### config.mk
export PLATFORM = sky130hd
export DESIGN_NAME = map_ss_seq_flat
export DESIGN_NICKNAME = d
export VERILOG_FILES = /design/src/rtl/map_ss_seq_if.sv /design/src/rtl/map_ss_seq.sv /design/src/flat_wrapper.sv
export SDC_FILE = /design/constraint.sdc
export NUM_CORES = 1
export LEC_CHECK = 0
export ABC_CLOCK_PERIOD_IN_PS = 10550
export CAP_MARGIN = 20
export CORE_MARGIN = 4
export CORE_UTILIZATION = 45
export CTS_CLUSTER_DIAMETER = 200
export DETAILED_ROUTE_END_ITERATION = 6
export DONT_BUFFER_PORTS = 1
export GPL_TIMING_DRIVEN = 0
export PLACE_DENSITY_LB_ADDON = 0.08
export SLEW_MARGIN = 20
export SYNTH_ARGS = -nofsm -noshare
export SYNTH_HDL_FRONTEND = slang
export SYNTH_SLANG_ARGS = --single-unit
### constraint.sdc
create_clock -name clk -period 10.55 [get_ports clk]
set_input_delay 2.11 -clock clk [delete_from_list [all_inputs] [get_ports clk]]
set_output_delay 2.11 -clock clk [all_outputs]
set_load 0.005 [all_outputs]
### src/rtl/map_ss_seq_if.sv
// Save-state bus bundle: mapper slot port plus the buffer-memory req/ack port.
// The master side is the sequencer; the slave side is the mapper/memory pair.
interface map_ss_seq_if #(
  parameter int MEM_AW = 16
) ();
  logic              ss_act;
  logic              ss_we;
  logic [7:0]        ss_addr;
  logic [7:0]        ss_wdat;
  logic [7:0]        ss_rdat;
  logic              mem_req;
  logic              mem_we;
  logic [MEM_AW-1:0] mem_addr;
  logic [7:0]        mem_wdat;
  logic [7:0]        mem_rdat;
  logic              mem_ack;

  modport master (
    output ss_act, ss_we, ss_addr, ss_wdat,
    input  ss_rdat,
    output mem_req, mem_we, mem_addr, mem_wdat,
    input  mem_rdat, mem_ack
  );

  modport slave (
    input  ss_act, ss_we, ss_addr, ss_wdat,
    output ss_rdat,
    input  mem_req, mem_we, mem_addr, mem_wdat,
    output mem_rdat, mem_ack
  );
endinterface

### src/rtl/map_ss_seq.sv
// Mapper save-state sequencer: copies mapper slots to a byte buffer (save) and replays them (load).
// Build macro SS_IDX_CHECK_EN: a load first compares the stored mapper index against the live one.
module map_ss_seq #(
  parameter int SS_REGS  = 16,
  parameter int MEM_AW   = 16,
  parameter int IDX_ADDR = 127
) (
  input  logic              clk,
  input  logic              rst,
  input  logic              cmd_save,
  input  logic              cmd_load,
  input  logic [MEM_AW-1:0] cmd_base,
  output logic              busy,
  output logic              done,
  output logic              err,
  map_ss_seq_if.master      bus
);

  localparam logic [7:0] REG_CNT  = 8'(SS_REGS);
  localparam logic [7:0] LAST_IDX = 8'(SS_REGS - 1);
  localparam logic [7:0] IDX_SLOT = 8'(IDX_ADDR);

  typedef enum logic [2:0] {
    ST_IDLE    = 3'd0,
    ST_S_RD    = 3'd1,
    ST_S_REQ   = 3'd2,
    ST_L_REQ   = 3'd3,
    ST_L_WR    = 3'd4,
    ST_DONE    = 3'd5
`ifdef SS_IDX_CHECK_EN
    , ST_CHK_REQ = 3'd6
    , ST_CHK_CMP = 3'd7
`endif
  } state_t;

  state_t            state_r, state_s;
  logic [7:0]        index_r, index_s;
  logic [MEM_AW-1:0] base_r, base_s;
  logic              err_r, err_s;
  logic [7:0]        mem_wdat_r, mem_wdat_s;
  logic [7:0]        ss_wdat_r, ss_wdat_s;

  logic              busy_s, done_s, ss_act_s, ss_we_s, mem_req_s, mem_we_s;
  logic [7:0]        ss_addr_s;
  logic [MEM_AW-1:0] mem_addr_s;
  logic              ss_act_r, ss_we_r, mem_req_r, mem_we_r;
  logic [7:0]        ss_addr_r;
  logic [MEM_AW-1:0] mem_addr_r;

  // The slot after the last register is the read-only mapper-index slot.
  function automatic logic [7:0] slot_addr(input logic [7:0] idx);
    return (idx == REG_CNT) ? IDX_SLOT : idx;
  endfunction

  // State and datapath registers.
  always_ff @(posedge clk or posedge rst) begin
    if (rst) begin
      state_r    <= ST_IDLE;
      index_r    <= 8'd0;
      base_r     <= '0;
      err_r      <= 1'b0;
      mem_wdat_r <= 8'd0;
      ss_wdat_r  <= 8'd0;
    end else begin
      state_r    <= state_s;
      index_r    <= index_s;
      base_r     <= base_s;
      err_r      <= err_s;
      mem_wdat_r <= mem_wdat_s;
      ss_wdat_r  <= ss_wdat_s;
    end
  end

  // Next-state and datapath update.
  always_comb begin
    state_s    = state_r;
    index_s    = index_r;
    base_s     = base_r;
    err_s      = err_r;
    mem_wdat_s = mem_wdat_r;
    ss_wdat_s  = ss_wdat_r;
    case (state_r)
      ST_IDLE: begin
        if (cmd_save && cmd_load) begin
          err_s = 1'b1;
        end else if (cmd_save || cmd_load) begin
          base_s  = cmd_base;
          err_s   = 1'b0;
          index_s = 8'd0;
          if (cmd_save) begin
            state_s = ST_S_RD;
          end else begin
`ifdef SS_IDX_CHECK_EN
            state_s = ST_CHK_REQ;
`else
            state_s = ST_L_REQ;
`endif
          end
        end else begin
          state_s = ST_IDLE;
        end
      end
      ST_S_RD: begin
        mem_wdat_s = bus.ss_rdat;
        state_s    = ST_S_REQ;
      end
      ST_S_REQ: begin
        if (bus.mem_ack) begin
          if (index_r == REG_CNT) begin
            state_s = ST_DONE;
          end else begin
            index_s = index_r + 8'd1;
            state_s = ST_S_RD;
          end
        end else begin
          state_s = ST_S_REQ;
        end
      end
      ST_L_REQ: begin
        if (bus.mem_ack) begin
          ss_wdat_s = bus.mem_rdat;
          state_s   = ST_L_WR;
        end else begin
          state_s = ST_L_REQ;
        end
      end
      ST_L_WR: begin
        index_s = index_r + 8'd1;
        if (index_r == LAST_IDX) begin
          state_s = ST_DONE;
        end else begin
          state_s = ST_L_REQ;
        end
      end
`ifdef SS_IDX_CHECK_EN
      // The stored index byte parks in ss_wdat_r; ss_we stays low so the mapper ignores it.
      ST_CHK_REQ: begin
        if (bus.mem_ack) begin
          ss_wdat_s = bus.mem_rdat;
          state_s   = ST_CHK_CMP;
        end else begin
          state_s = ST_CHK_REQ;
        end
      end
      ST_CHK_CMP: begin
        if (ss_wdat_r != bus.ss_rdat) begin
          err_s   = 1'b1;
          state_s = ST_DONE;
        end else begin
          index_s = 8'd0;
          state_s = ST_L_REQ;
        end
      end
`endif
      ST_DONE: begin
        state_s = ST_IDLE;
      end
      default: begin
        state_s = ST_IDLE;
      end
    endcase
  end

  // Output decode from the upcoming state so every port comes straight from a flop.
  always_comb begin
    busy_s     = 1'b0;
    done_s     = 1'b0;
    ss_act_s   = 1'b0;
    ss_we_s    = 1'b0;
    ss_addr_s  = 8'd0;
    mem_req_s  = 1'b0;
    mem_we_s   = 1'b0;
    mem_addr_s = '0;
    case (state_s)
      ST_IDLE: begin
        done_s = (state_r == ST_IDLE) && cmd_save && cmd_load;
      end
      ST_S_RD: begin
        busy_s    = 1'b1;
        ss_act_s  = 1'b1;
        ss_addr_s = slot_addr(index_s);
      end
      ST_S_REQ: begin
        busy_s     = 1'b1;
        ss_act_s   = 1'b1;
        ss_addr_s  = slot_addr(index_s);
        mem_req_s  = 1'b1;
        mem_we_s   = 1'b1;
        mem_addr_s = base_s + MEM_AW'(index_s);
      end
      ST_L_REQ: begin
        busy_s     = 1'b1;
        ss_act_s   = 1'b1;
        ss_addr_s  = index_s;
        mem_req_s  = 1'b1;
        mem_addr_s = base_s + MEM_AW'(index_s);
      end
      ST_L_WR: begin
        busy_s    = 1'b1;
        ss_act_s  = 1'b1;
        ss_addr_s = index_s;
        ss_we_s   = 1'b1;
      end
`ifdef SS_IDX_CHECK_EN
      ST_CHK_REQ: begin
        busy_s     = 1'b1;
        ss_act_s   = 1'b1;
        ss_addr_s  = IDX_SLOT;
        mem_req_s  = 1'b1;
        mem_addr_s = base_s + MEM_AW'(REG_CNT);
      end
      ST_CHK_CMP: begin
        busy_s    = 1'b1;
        ss_act_s  = 1'b1;
        ss_addr_s = IDX_SLOT;
      end
`endif
      ST_DONE: begin
        done_s = 1'b1;
      end
      default: begin
        done_s = 1'b0;
      end
    endcase
  end

  // Output registers.
  always_ff @(posedge clk or posedge rst) begin
    if (rst) begin
      busy       <= 1'b0;
      done       <= 1'b0;
      ss_act_r   <= 1'b0;
      ss_we_r    <= 1'b0;
      ss_addr_r  <= 8'd0;
      mem_req_r  <= 1'b0;
      mem_we_r   <= 1'b0;
      mem_addr_r <= '0;
    end else begin
      busy       <= busy_s;
      done       <= done_s;
      ss_act_r   <= ss_act_s;
      ss_we_r    <= ss_we_s;
      ss_addr_r  <= ss_addr_s;
      mem_req_r  <= mem_req_s;
      mem_we_r   <= mem_we_s;
      mem_addr_r <= mem_addr_s;
    end
  end

  assign err          = err_r;
  assign bus.ss_act   = ss_act_r;
  assign bus.ss_we    = ss_we_r;
  assign bus.ss_addr  = ss_addr_r;
  assign bus.ss_wdat  = ss_wdat_r;
  assign bus.mem_req  = mem_req_r;
  assign bus.mem_we   = mem_we_r;
  assign bus.mem_addr = mem_addr_r;
  assign bus.mem_wdat = mem_wdat_r;

endmodule
### src/flat_wrapper.sv
// flat-port wrapper written by rule: the top's interface ports become plain ports
module map_ss_seq_flat 
#(
  parameter int SS_REGS  = 16,
  parameter int MEM_AW   = 16,
  parameter int IDX_ADDR = 127
)
  (clk, rst, cmd_save, cmd_load, cmd_base, busy, done, err, bus_ss_act, bus_ss_we, bus_ss_addr, bus_ss_wdat, bus_ss_rdat, bus_mem_req, bus_mem_we, bus_mem_addr, bus_mem_wdat, bus_mem_rdat, bus_mem_ack);
  map_ss_seq_if #(.MEM_AW(MEM_AW)) bus_i ();
  input  logic clk;
  input  logic rst;
  input  logic cmd_save;
  input  logic cmd_load;
  input  logic [MEM_AW-1:0] cmd_base;
  output logic busy;
  output logic done;
  output logic err;
  output wire logic [$bits(bus_i.ss_act)-1:0] bus_ss_act;
  output wire logic [$bits(bus_i.ss_we)-1:0] bus_ss_we;
  output wire logic [$bits(bus_i.ss_addr)-1:0] bus_ss_addr;
  output wire logic [$bits(bus_i.ss_wdat)-1:0] bus_ss_wdat;
  input wire logic [$bits(bus_i.ss_rdat)-1:0] bus_ss_rdat;
  output wire logic [$bits(bus_i.mem_req)-1:0] bus_mem_req;
  output wire logic [$bits(bus_i.mem_we)-1:0] bus_mem_we;
  output wire logic [$bits(bus_i.mem_addr)-1:0] bus_mem_addr;
  output wire logic [$bits(bus_i.mem_wdat)-1:0] bus_mem_wdat;
  input wire logic [$bits(bus_i.mem_rdat)-1:0] bus_mem_rdat;
  input wire logic [$bits(bus_i.mem_ack)-1:0] bus_mem_ack;
  assign bus_ss_act = bus_i.ss_act;
  assign bus_ss_we = bus_i.ss_we;
  assign bus_ss_addr = bus_i.ss_addr;
  assign bus_ss_wdat = bus_i.ss_wdat;
  assign bus_i.ss_rdat = bus_ss_rdat;
  assign bus_mem_req = bus_i.mem_req;
  assign bus_mem_we = bus_i.mem_we;
  assign bus_mem_addr = bus_i.mem_addr;
  assign bus_mem_wdat = bus_i.mem_wdat;
  assign bus_i.mem_rdat = bus_mem_rdat;
  assign bus_i.mem_ack = bus_mem_ack;
  map_ss_seq #(.SS_REGS(SS_REGS), .MEM_AW(MEM_AW), .IDX_ADDR(IDX_ADDR)) u_core (.clk(clk), .rst(rst), .cmd_save(cmd_save), .cmd_load(cmd_load), .cmd_base(cmd_base), .busy(busy), .done(done), .err(err), .bus(bus_i));
endmodule
==> flow_summary.toml <==
[status]
outcome = "completed"

[synth]
yosysTopAreaCell = "dfrtp_1"
synth_edf_count = 0
yosysWarnings = 0
synth.top_cell.area_share = 0.4917
syn_area_per_cell_sq_um = 10.41
synth_seq_cells = 73
syn_nets = 404
ys_types = 65
ys_async_sr_fraction = 1.000
synth_cells = 357
synth_ff_type = "dfrtp_1"
syn_area_sq_um = 3715
synthTopCellsByArea = "dfrtp_1, mux2_2, nand2_1"
ys_seq_area_frac = 0.4917

[cts]
clk_pin_slew_ps = 80
htreeDepth = 3
tritoncts = "built"
clock_sinks = 73
post-cts-setup-buffers = 0
clock_latency_ps = 340
ctsHoldBuffers = 0
cts-buffers-inserted = 9
root_buffer = "clkbuf_8"
cts_buffer_depth = 2
post_cts_resized = 0

[critical_path]
critPathKind = "in -> reg"
crit_required_ps = 10770
path_max_fanout = 5
cp_slowest_stage_delay_ps = 370
path_delay_family = "compound AO/OA/AOI/OAI gates"
crit_chain = "xor2_2 -> nor3_2 -> nor2_1 -> o21ai_0 -> a21oi_1 -> inv_1 -> ha_1 -> o21a_1 -> o21ai_0 -> a32o_1 -> a31oi_1 -> o211ai_2 -> o21ai_1 -> mux2_1"
crit_top_cell = "o21ai_0"
cp-start-kind = "input pin"
crit_buf_inv = 1
cp_slowest_cell = "ha_1"
critPathArrivalTime_ps = 5390
cp-end-kind = "register"

[global_route]
grt_antenna_before_repair = 0
gr-total-overflow = 0
grt_max_degree = 40
grt_pass1_vias = 2586
grt_pass1_wl_um = 13290
track_usage = 0.1726

[sta]
hold_viol_final = 0
fin_crit_ps = 5173
max-slew-margin-rel = 0.5587
min_period_over_period = 0.4903
hold_ws_ps = 506.7
rsz0062_at_grt = "no"
tightestPinTransition_ps = 658.8
maxSlewViolCount = 0
fin_skew_ps = 5.813
max_freq_ghz = 0.1933
tns_ps = 0
setup_viol = 0

[detailed_routing]
wl_met3_um = 487
num_vias = 2631
drc = 0
met1_length_um = 3795
drtAntennaViolNets = 0
avgRoutedWirePerCell_um = 17.51
wl_met2_um = 3903
totalWireLength_um = 8317
firstDrtPassIters = 4
via_per_inst = 5.539
first_iter_violations = 117
highest_layer = "met4"

[place]
dp_hpwl_um = 6180
gp_congestion = 0.8132
post_dp_cell_area_sq_um = 3865
port_buffers = 0

[layout]
syn2layout_area_growth_pct = 9.026
drive_gt1_frac = 0.1743
fillers = 726
regArea_sq_um = 1827
multi_input_area_sq_um = 1752
post-route-util = 0.5135
final_nets = 416
diodes = 0
final_area_sq_um = 4050

[power_and_ir_drop]
p_sw_w = 0.0004735
p_sw_frac = 0.3984
leakage_nw = 1.884
pwr-share-seq = 0.387
power_density_nw_per_um2 = 293.5
ir_drop_uv = 109.0
power.internal_w = 0.0007151
p_total_w = 0.001189
combPwrFrac = 0.434
pwr-share-clk = 0.178

[die]
initial_core_util = 0.4710
pin_count = 84
core_sq_um = 7888
rows = 32
fp.dieH_um = 98.86
die_w_um = 98.86
die-area_sq_um = 9772

[hold_path]
hold_path.class = "reg -> reg"

[job]
max-cap-violations = 0
layout make-up:
class / instances / area share
Buffer: 13 / 0.01792
Tap cell: 102 / 0.03151
Clock inverter: 5 / 0.01421
Sequential cell: 73 / 0.4510
Timing Repair Buffer: 1 / 0.004943
Multi-Input combinational cell: 254 / 0.4325
Inverter: 17 / 0.01637
Clock buffer: 10 / 0.03151
synth_stat cells, drive strengths merged (3+ instances only):
master / count
nor4: 3
nor2: 17
nand3b: 5
a21o: 5
nand3: 13
or3: 4
a31oi: 7
ha: 10
nor3b: 3
o21a: 6
inv: 16
clkbuf: 5
and2: 5
mux2: 23
and4: 3
buf: 8
and3: 6
nor3: 12
a21oi: 16
o211ai: 5
nand2: 53
xnor2: 5
o21ai: 14
dfrtp: 73
mux2i: 6
nand2b: 10
path summary, 6_finish.rpt:
path / from / to / slack (ps) / cells past startpoint
min in group asynchronous: rst / u_core.bus.mem_wdat[4] / 1640 / 1
setup reg to reg: u_core.index_r[1] / u_core.bus.mem_addr[13] / 6470 / 16
max in group asynchronous: rst / u_core.bus.mem_addr[6] / 8370 / 2
hold / removal: u_core.base_r[4] / u_core.base_r[4] / 510 / 1
setup / recovery: cmd_load / u_core.bus.mem_addr[13] / 5380 / 14
hold reg to reg: u_core.base_r[4] / u_core.base_r[4] / 510 / 1
power by group through the flow:
stage / logic (W) / registers [W] / clock network, W
CTS: 0.000520 / 0.000463 / 0.000218
detailed placement: 0.000517 / 0.000468 / 0
global placement: 0.000509 / 0.000466 / 0
finish: 0.000516 / 0.000460 / 0.000212
global route: 0.000576 / 0.000474 / 0.000232
floorplan: 0.000412 / 0.000448 / 0
registers in the layout, indices dropped and copies added (netlist names), 3 cells and up:
signal               flops
u_core.bus.ss_addr       8
u_core.bus.mem_addr     16
u_core.bus.mem_wdat      8
u_core.base_r           16
u_core.state_r           3
u_core.bus.ss_wdat       8
u_core.index_r           8
cell families (layout without fill, tap and decap cells):
family | count (synthesis) | count (layout) | synth area share
simple gates | 139 | 139 | 0.1967
flops | 73 | 73 | 0.4917
compound gates | 69 | 69 | 0.1337
buf+inv | 30 | 46 | 0.03671
mux | 29 | 29 | 0.08690
fa+ha+maj | 10 | 10 | 0.03368
xor+xnor | 7 | 7 | 0.02055
placed cells by master, fill, tap and decap left out, types with 4 or more instances in the layout:
cell type	Yosys	routed
dfrtp_1	73	73
nand2_1	53	53
mux2_2	21	21
nor2_1	16	16
a21oi_1	15	15
inv_1	15	14
nand3_1	13	13
nor3_1	10	10
o21ai_0	10	10
ha_1	10	10
nand2b_1	9	9
clkbuf_8	0	9
a31oi_1	7	7
clkbuf_1	5	6
o21a_1	6	6
mux2i_1	6	6
and3_1	5	5
nand3b_1	5	5
a21o_1	5	5
buf_2	4	4
xnor2_1	4	4
o211ai_1	4	4
o21ai_1	4	4
routing by layer:
metal  global-route usage  vias to the layer above
met3              0.04105                       11
met4              0.06303                        0
li1                     -                     1281
met5                    0                        -
met2               0.2758                       74
met1               0.2283                     1265
metrics by stage:
stage          instances  worst slack, ps
6_report             475             5377
4_1_cts              475             5417
5_1_grt              475             5129
3_3_place_gp         459             5059
2_1_floorplan        357             5671
3_5_place_dp         460             5047
No activity file was read; power rests on OpenSTA's default activity.
